**config.mk**
```make
export PLATFORM = sky130hd
export DESIGN_NAME = tdc_capture_flat
export DESIGN_NICKNAME = d
export VERILOG_FILES = /design/src/rtl/tdc_capture_if.sv /design/src/rtl/tdc_capture.sv /design/src/flat_wrapper.sv
export SDC_FILE = /design/constraint.sdc
export NUM_CORES = 1
export LEC_CHECK = 0
export CORE_ASPECT_RATIO = 0.7
export CORE_MARGIN = 2
export CORE_UTILIZATION = 55
export DETAILED_ROUTE_END_ITERATION = 12
export PLACE_DENSITY_LB_ADDON = 0.25
export SLEW_MARGIN = 20
export SYNTH_ARGS = -nofsm -noshare
export SYNTH_HDL_FRONTEND = slang
export SYNTH_SLANG_ARGS = --single-unit
```
**constraint.sdc**
```tcl
create_clock -name CLK12MHZ -period 5.7 [get_ports CLK12MHZ]
set_input_delay 0.855 -clock CLK12MHZ [delete_from_list [all_inputs] [get_ports CLK12MHZ]]
set_output_delay 0.855 -clock CLK12MHZ [all_outputs]
set_load 0.01 [all_outputs]
```
**src/rtl/tdc_capture_if.sv**
```systemverilog
// Readout port of tdc_capture: show-ahead FIFO head record, valid flag and pop request.
// master = FIFO side (drives data/valid), slave = readout logic (drives rd_en).
interface tdc_capture_if #(
    parameter int unsigned RW = 25
);
    logic          rd_en;
    logic [RW-1:0] rd_data;
    logic          rd_valid;

    modport master (input rd_en, output rd_data, output rd_valid);
    modport slave  (output rd_en, input rd_data, input rd_valid);
endinterface

```
**src/rtl/tdc_capture.sv**
```systemverilog
// TDC capture: synchronised start/stop strobes, coarse period counter, thermometer fine codes,
// show-ahead record FIFO. Define TDC_BUBBLE_FILTER_EN for popcount fine codes.
module tdc_capture #(
    parameter int unsigned TAPS  = 128,
    parameter int unsigned CW    = 8,
    parameter int unsigned DEPTH = 4
) (
    input  logic            CLK12MHZ,
    input  logic            rst,
    input  logic            start,
    input  logic            stop,
    input  logic [TAPS-1:0] taps,
    tdc_capture_if.master   rd,
    output logic            busy,
    output logic [7:0]      dropped
);

    localparam int unsigned FW = $clog2(TAPS + 1);
    localparam int unsigned RW = 1 + CW + 2 * FW;
    localparam int unsigned AW = $clog2(DEPTH);

    localparam logic [AW:0]   CntOne  = (AW + 1)'(1);
    localparam logic [AW:0]   CntFull = (AW + 1)'(DEPTH);
    localparam logic [AW-1:0] PtrOne  = AW'(1);
    localparam logic [CW-1:0] CrsOne  = CW'(1);

    typedef enum logic [1:0] {
        StIdle,
        StRun,
        StDone
    } state_e;

    // Synchronisers
    logic            start_s1_q, start_s2_q, start_s3_q;
    logic            stop_s1_q, stop_s2_q, stop_s3_q;
    logic [TAPS-1:0] taps_s1_q, taps_s2_q;

    always_ff @(posedge CLK12MHZ) begin
        if (rst) begin
            start_s1_q <= 1'b0;
            start_s2_q <= 1'b0;
            start_s3_q <= 1'b0;
            stop_s1_q  <= 1'b0;
            stop_s2_q  <= 1'b0;
            stop_s3_q  <= 1'b0;
            taps_s1_q  <= '0;
            taps_s2_q  <= '0;
        end else begin
            start_s1_q <= start;
            start_s2_q <= start_s1_q;
            start_s3_q <= start_s2_q;
            stop_s1_q  <= stop;
            stop_s2_q  <= stop_s1_q;
            stop_s3_q  <= stop_s2_q;
            taps_s1_q  <= taps;
            taps_s2_q  <= taps_s1_q;
        end
    end

    logic start_edge, stop_edge;
    assign start_edge = start_s2_q & ~start_s3_q;
    assign stop_edge  = stop_s2_q & ~stop_s3_q;

    // Fine code from the synchronised tap vector
    logic [FW-1:0] fine_code;
    always_comb begin
        fine_code = '0;
        for (int i = 0; i < TAPS; i++) begin
`ifdef TDC_BUBBLE_FILTER_EN
            fine_code = fine_code + FW'(taps_s2_q[i]);
`else
            if (taps_s2_q[i]) fine_code = FW'(i + 1);
`endif
        end
    end

    // Measurement FSM
    state_e        state_q;
    logic [CW-1:0] coarse_q;
    logic [FW-1:0] fine_start_q, fine_stop_q;
    logic          ovf_q;
    logic          busy_q;

    always_ff @(posedge CLK12MHZ) begin
        if (rst) begin
            state_q      <= StIdle;
            coarse_q     <= '0;
            fine_start_q <= '0;
            fine_stop_q  <= '0;
            ovf_q        <= 1'b0;
            busy_q       <= 1'b0;
        end else begin
            unique case (state_q)
                StIdle: begin
                    if (start_edge) begin
                        fine_start_q <= fine_code;
                        fine_stop_q  <= stop_edge ? fine_code : '0;
                        coarse_q     <= '0;
                        ovf_q        <= 1'b0;
                        busy_q       <= 1'b1;
                        state_q      <= stop_edge ? StDone : StRun;
                    end
                end
                StRun: begin
                    // The stop edge still counts its own period, so coarse equals the
                    // synchronised start-to-stop distance; all-ones with no stop is overflow.
                    if (coarse_q == '1) begin
                        ovf_q       <= 1'b1;
                        fine_stop_q <= '0;
                        state_q     <= StDone;
                    end else begin
                        coarse_q <= coarse_q + CrsOne;
                        if (stop_edge) begin
                            fine_stop_q <= fine_code;
                            state_q     <= StDone;
                        end
                    end
                end
                StDone: begin
                    busy_q  <= 1'b0;
                    state_q <= StIdle;
                end
                default: begin
                    busy_q  <= 1'b0;
                    state_q <= StIdle;
                end
            endcase
        end
    end

    assign busy = busy_q;

    // Record FIFO
    logic [RW-1:0] record;
    logic [RW-1:0] mem_q [DEPTH];
    logic [AW-1:0] wr_ptr_q, rd_ptr_q;
    logic [AW:0]   count_q;
    logic [7:0]    dropped_q;
    logic          full, empty, wr_en, pop, drop;

    assign record = {ovf_q, coarse_q, fine_start_q, fine_stop_q};
    assign full   = (count_q == CntFull);
    assign empty  = (count_q == '0);
    assign wr_en  = (state_q == StDone) & ~full;
    assign drop   = (state_q == StDone) & full;
    assign pop    = rd.rd_en & ~empty;

    always_ff @(posedge CLK12MHZ) begin
        if (wr_en) mem_q[wr_ptr_q] <= record;
    end

    always_ff @(posedge CLK12MHZ) begin
        if (rst) begin
            wr_ptr_q  <= '0;
            rd_ptr_q  <= '0;
            count_q   <= '0;
            dropped_q <= '0;
        end else begin
            if (wr_en) wr_ptr_q <= wr_ptr_q + PtrOne;
            if (pop) rd_ptr_q <= rd_ptr_q + PtrOne;
            case ({wr_en, pop})
                2'b10:   count_q <= count_q + CntOne;
                2'b01:   count_q <= count_q - CntOne;
                default: count_q <= count_q;
            endcase
            if (drop && dropped_q != 8'hFF) dropped_q <= dropped_q + 8'd1;
        end
    end

    // Head is masked while empty so reset shows an all-zero record
    assign rd.rd_valid = ~empty;
    assign rd.rd_data  = empty ? '0 : mem_q[rd_ptr_q];
    assign dropped     = dropped_q;

endmodule

```
**src/flat_wrapper.sv**
```systemverilog
// flat-port wrapper written by rule: the top's interface ports become plain ports
module tdc_capture_flat 
#(
    parameter int unsigned TAPS  = 128,
    parameter int unsigned CW    = 8,
    parameter int unsigned DEPTH = 4
)
  (CLK12MHZ, rst, start, stop, taps, busy, dropped, rd_rd_en, rd_rd_data, rd_rd_valid);
  tdc_capture_if #(.RW((25))) rd_i ();
  input  logic CLK12MHZ;
  input  logic rst;
  input  logic start;
  input  logic stop;
  input  logic [TAPS-1:0] taps;
  output logic busy;
  output logic [7:0] dropped;
  input wire logic [$bits(rd_i.rd_en)-1:0] rd_rd_en;
  output wire logic [$bits(rd_i.rd_data)-1:0] rd_rd_data;
  output wire logic [$bits(rd_i.rd_valid)-1:0] rd_rd_valid;
  assign rd_i.rd_en = rd_rd_en;
  assign rd_rd_data = rd_i.rd_data;
  assign rd_rd_valid = rd_i.rd_valid;
  tdc_capture #(.TAPS(TAPS), .CW(CW), .DEPTH(DEPTH)) u_core (.CLK12MHZ(CLK12MHZ), .rst(rst), .start(start), .stop(stop), .taps(taps), .rd(rd_i), .busy(busy), .dropped(dropped));
endmodule
```
# After elaboration in Yosys (flattened, before gate mapping)
# Memory sizes are Yosys's and may differ from the RTL's. A register that Yosys moved wholly into a read port is not among the register bits.
# Index checks and enable logic that the tools add are counted.
# W data, S select, Z words.
classes:
  add_sub_neg: 6
  mul: 0
  div_mod_pow: 0
  n_lt_le_gt_ge: 0
  n_eq_ne: 11
  shifts: 0
  n_mux: 152
  n_bitwise: 10
  reduce_logical: 11
ops:
  columns: ["cell", "n"]
  rows:
  - ["$mux W7", 64]
  - ["$mux W6", 32]
  - ["$mux W5", 16]
  - ["$mux W8", 7]
  - ["$mux W4", 8]
  - ["$pmux W8 S2", 2]
  - ["$mux W25", 1]
  - ["$add A8 B1 Y8 const B", 2]
  - ["$mux W2", 8]
  - ["$mux W3", 4]
  - ["$reduce_and A3 Y1", 3]
  - ["$eq A8 B8 Y1 const B", 1]
  - ["$ne A8 B8 Y1 const B", 1]
  - ["$mux W1", 6]
  - ["$pmux W3 S2", 1]
  - ["$reduce_and A2 Y1", 3]
  - ["$and A1 B1 Y1", 5]
  - ["$not A1 Y1", 5]
  - ["$add A2 B1 Y2 const B", 2]
  - ["$eq A2 B1 Y1 const B", 2]
  - ["$eq A2 B2 Y1 const B", 2]
  - ["$ne A2 B1 Y1 const B", 2]
  - ["$pmux W1 S2", 2]
  - ["$pmux W2 S2", 1]
  - ["other kinds (9)", 10]
totals:
  ff_bits: 305
  latchBits: 0
  mem_bits_rw: 100
  rom_bits: 0
  in_bits: 133
  out_inout_bits: 35
  word_cells: 209
  n_memories: 1
mem_list:
  columns: ["name", "words", "word_bits", "read_ports", "rd_ports_with_merged_regs", "wr", "line", "source"]
  rows:
  - ["u_core.mem_q", 4, 25, 1, 1, 1, "tdc_capture.sv:135", "logic [RW-1:0] mem_q [DEPTH];"]

# Depth between registers and ports, before layout
depth:
  depth_word: 131
  mapped_depth: 10
  mapped_depth_nobuf: 9

# Worst setup path after synthesis
# Ideal clock, no wire load.
synth_path:
  path_type: "register to output"
  start: "register (tool-made name)"
  end: "output port rd_rd_data[10]"
  t_arrival_ns: 1.674
  slack_ns: 3.171
  stages_incl_launch_ff: 5
  path_buffers: 2
  path_cell_list: "dfxtp_1 clkbuf_1 buf_2 mux4_2 and2_1"
synth_rtl:
  columns: ["element", "line", "source"]
  rows:
  - ["end, declared", "flat_wrapper.sv:18", "output wire logic [$bits(rd_i.rd_data)-1:0] rd_rd_data;"]

==> results.txt <==
The run finished with clean final reports. The detailed router placed 8,980 vias in this run. The highest achievable clock rate came out at between 0.3 and 0.4 GHz. The aggregate negative setup slack is 0 ns. The number of DRC violations after detailed-routing iteration 0 came out at about 640.

The endpoint kind of the worst setup timing path is an output port. The overall die height is 139 um. The critical path goes through buf_4 > mux4_2 > and2_1 > clkdlybuf4s50_1. The tightest slew margin relative to the limit is 0.350. In this run the core area contains 49 standard-cell rows. The dominant synthesized flop cell is sky130_fd_sc_hd__dfxtp_1.

The number of fillers in the final layout is between 1,500 and 2,000. The average via count per standard cell is about 5.2. Power spread over the standard cell area amounts to 336 mW/mm^2. For the worst flop-to-flop path, the logic depth is 8. For this run, the number of Yosys warnings is 0. The largest net degree at the start of global routing is approximately 230. The port buffer count came out at approximately 170.

For the pin with the worst max-slew slack, the measured transition is roughly 1 ns. The slowest stage of the critical path belongs to the cell sky130_fd_sc_hd__mux4_2. The count of pins over their slew limit was 0. The hold buffer count at CTS is 0. The count of antenna-violating nets left after detailed routing is 0. Summing every instance area after synthesis gives 0.0142 sq mm. For the worst setup path, the data arrival time is around 2.5 ns. The fraction of registers with async set or reset after synthesis came out at 0. The share of the synthesized area in the top cell type is 0.431.

The worst vdd rail ir drop is between 0.2 and 0.25 mV. The core region area is around 0.026 sq mm. In the final routed layout, each cell accounts on average for 16.3 um.

On the final layout, the worst clock skew is about 0.016 ns. Once placement finished, the instance area stood at approximately 0.016 sq mm. The startpoint identified for the worst hold timing path is u_core.taps_s1_q[97]$_SDFF_PP0_.

The placer congestion estimate is about 0.85. The TritonCTS clock tree is built. In the routed design, unresolved DRC markers number 0. The synthesized design contains 100 enable-type register cells.

After legalization and detailed placement, the total HPWL measured roughly 20,000 um. The global-route total usage across every layer is 0.208. In this run, post-CTS repair resized a total of 0 instances. In the final layout, the multi-input gates occupy just under 0.005 sq mm.

Counting instances in the post-synthesis netlist gives the leading cell types as sky130_fd_sc_hd__dfxtp_1, sky130_fd_sc_hd__nor2b_1, sky130_fd_sc_hd__edfxtp_1, sky130_fd_sc_hd__nor2_1, sky130_fd_sc_hd__clkbuf_1. The class of the most critical setup path is register to output port. The required time of the critical path came out at between 4 and 5 ns. Synthesis produced a netlist whose cell count is around 1,200. The register area share after synthesis came out at 0.642. The final setup violation count is 0. When the netlist entered floorplanning its net count stood at 1,347. In the finished design, the share of the clock period the worst path needs comes to 0.583. The antenna diode count is 0. The final number of hold-violating endpoints is 0.

The worst register-to-register path begins at u_core.count_q[2]$_SDFFE_PP0P_. Across the run, the number of max-cap violations was 0. Counting instances, the worst hold path has a depth of 1.

The area used by sequential logic in the layout came out at 0.00915 sq mm. The maximum level of the CTS H-tree came out at 2. Measured along the x axis, the die boundary spans 196 um. The TritonCTS buffer count is 36. The setup slack of the most critical reg-to-reg path is 3.11 ns. The biggest area consumer among synthesized cells is sky130_fd_sc_hd__dfxtp_1.

The later pin in the worst-skew pair is clocked with a latency of between 0.5 and 0.6 ns. The shortest clock period the worst path allows after layout came out at between 3 and 4 ns. The path category of the worst min-delay check is register to register.

Setup repair after global routing left no endpoint under its margin. The maximum fanout encountered on the critical timing path came out at 25. The die outline area came out at 0.0272 sq mm.

The average size of a mapped cell came out at around 12 sq um. The post-layout net count came out at about 1,500. The clock net in this run drives a total of 407 sinks. In the final layout, the share of cells above drive strength 1 is 0.0695. The detailed-route wire length came out at 28,200 um.

The endpoint of the lowest-slack register-to-register path is u_core.count_q[2]$_SDFFE_PP0P_. By area the synthesized netlist is led by sky130_fd_sc_hd__dfxtp_1, sky130_fd_sc_hd__edfxtp_1, sky130_fd_sc_hd__nor2b_1. The number of distinct standard cells referenced by the synthesized netlist came out at 63.

The deepest clock path buffer count is 3. The post-layout instance area came out at between 0.015 and 0.02 sq mm. In this design, the largest share of critical-path delay is due to buffers and inverters. The remaining global-route overflow is 0. The leakage power total is 6.28 nW. The synthesis-stage register bit count is slightly above 400. The maximum single-stage delay on the critical path is about 0.6 ns. For this run, the detailed router's first-pass iteration total came to 6. The clock slew at the register clock pins of the worst setup and hold paths is 0.07 ns.

The clock tree root driver cell is sky130_fd_sc_hd__clkbuf_16. The area growth from synthesis to layout came out at 22.0%. The initial antenna violation count was 0. The path with the worst hold slack has its endpoint at u_core.taps_s2_q[97]$_SDFF_PP0_.

The worst path buffer plus inverter count is 2. After clock tree synthesis, the setup repair step added 0 buffers. The via count of the first global-routing pass is just under 9,000. In this run the count of I/O pins placed on the die edge is 168.

The first-pass GRT wire length is 45,100 um. The worst setup path is launched from a register. The most used standard cell by instance count after synthesis is sky130_fd_sc_hd__dfxtp_1. The effective utilization at floorplan is 0.557.
==> layout make-up <==
cell class,count,area share
sequential,407,0.526
timing repair buffer,174,0.100
tap,331,0.0238
clock inverter,9,0.00554
clock buffer,50,0.0607
multi-input combinational,724,0.277
inverter,31,0.00669
==> registers in the layout, indices dropped and copies added (netlist names), 2 cells and up, named ones only <==
name,flops
u_core.mem_q,100
u_core.state_q,2
u_core.taps_s2_q,128
u_core.fine_start_q,8
u_core.rd_ptr_q,2
u_core.coarse_q,8
u_core.fine_stop_q,8
u_core.taps_s1_q,128
u_core.dropped,8
u_core.count_q,3
u_core.wr_ptr_q,2
==> worst register-to-register path, delay by kind of cell, from the launching register on <==
| kind | cells | cell delay [ns] |
|---|---|---|
| compound gates | 1 | 0.14 |
| xor+xnor | 1 | 0.16 |
| fa+ha+maj | 2 | 0.58 |
| buf+inv | 1 | 0.07 |
| flops | 1 | 0.40 |
| simple gates | 3 | 1.18 |
==> routing by layer <==
layer	GRT usage	up-vias	share of wire
li1	-	4492	-
met3	0.0426	31	0.069
met1	0.319	4168	0.50
met5	0	-	0
met2	0.304	289	0.42
met4	0.0470	0	0.012
==> logic make-up after synthesis <==
group | synth area share
buffers and inverters | 0.0199
multiplexers | 0.0416
AO/OA/AOI/OAI | 0.0668
flip-flops | 0.642
XOR/XNOR | 0.00861
AND/OR/NAND/NOR | 0.213
adder cells (fa/ha/maj) | 0.00755
==> how the worst max path moves through the flow <==
| stage | depth (start not counted) | endpoint | startpoint | slack (ns) |
|---|---|---|---|---|
| after floorplan | 4 | rd_rd_data[10] | register | 3.17 |
| after global placement | 3 | rd_rd_data[9] | register | 2.73 |
| after detailed placement | 3 | rd_rd_data[9] | register | 2.64 |
| after CTS | 3 | rd_rd_data[9] | register | 2.10 |
| after global routing | 4 | rd_rd_data[18] | register | 2.25 |
| final | 4 | rd_rd_data[9] | register | 2.38 |
==> power by group <==
group / switching, mW / total (mW) / internal (mW) / leakage [nW]
combinational: 0.186 / 0.397 / 0.211 / 2.28
sequential: 0.0530 / 3.09 / 3.04 / 3.43
clock: 0.973 / 2.35 / 1.38 / 0.568
total: 1.21 / 5.84 / 4.63 / 6.28
==> placed cells by master (no fill, tap or decap), types with 7 or more instances in the layout <==
master and count:
sky130_fd_sc_hd__a21oi_1 39, sky130_fd_sc_hd__and2_1 32, sky130_fd_sc_hd__clkbuf_16 38, sky130_fd_sc_hd__clkbuf_8 7, sky130_fd_sc_hd__clkdlybuf4s50_1 166, sky130_fd_sc_hd__dfxtp_1 306, sky130_fd_sc_hd__edfxtp_1 100, sky130_fd_sc_hd__ha_1 7
sky130_fd_sc_hd__inv_1 31, sky130_fd_sc_hd__mux4_2 25, sky130_fd_sc_hd__nand2_1 38, sky130_fd_sc_hd__nand2b_1 7, sky130_fd_sc_hd__nand3_1 15, sky130_fd_sc_hd__nand4_1 12, sky130_fd_sc_hd__nor2_1 74, sky130_fd_sc_hd__nor2b_1 274
sky130_fd_sc_hd__nor3_1 25, sky130_fd_sc_hd__nor4_1 33, sky130_fd_sc_hd__o21ai_0 26, sky130_fd_sc_hd__o31ai_1 12, sky130_fd_sc_hd__or3_1 7, sky130_fd_sc_hd__xor2_1 11
==> metrics by stage <==
step | total power, mW | instances | util | setup slack [ns] | hold WS, ns
4_1_cts | 5.89 | 1726 | 0.680 | 2.10 | 0.435
5_1_grt | 6.04 | 1726 | 0.680 | 2.25 | 0.449
2_1_floorplan | 3.36 | 1206 | - | 3.17 | 0.414
6_report | 5.84 | 1726 | 0.680 | 2.38 | 0.433
3_5_place_dp | 3.55 | 1667 | 0.635 | 2.64 | 0.420
3_3_place_gp | 3.54 | 1667 | 0.635 | 2.73 | 0.419
No activity file was read; power rests on OpenSTA's default activity.
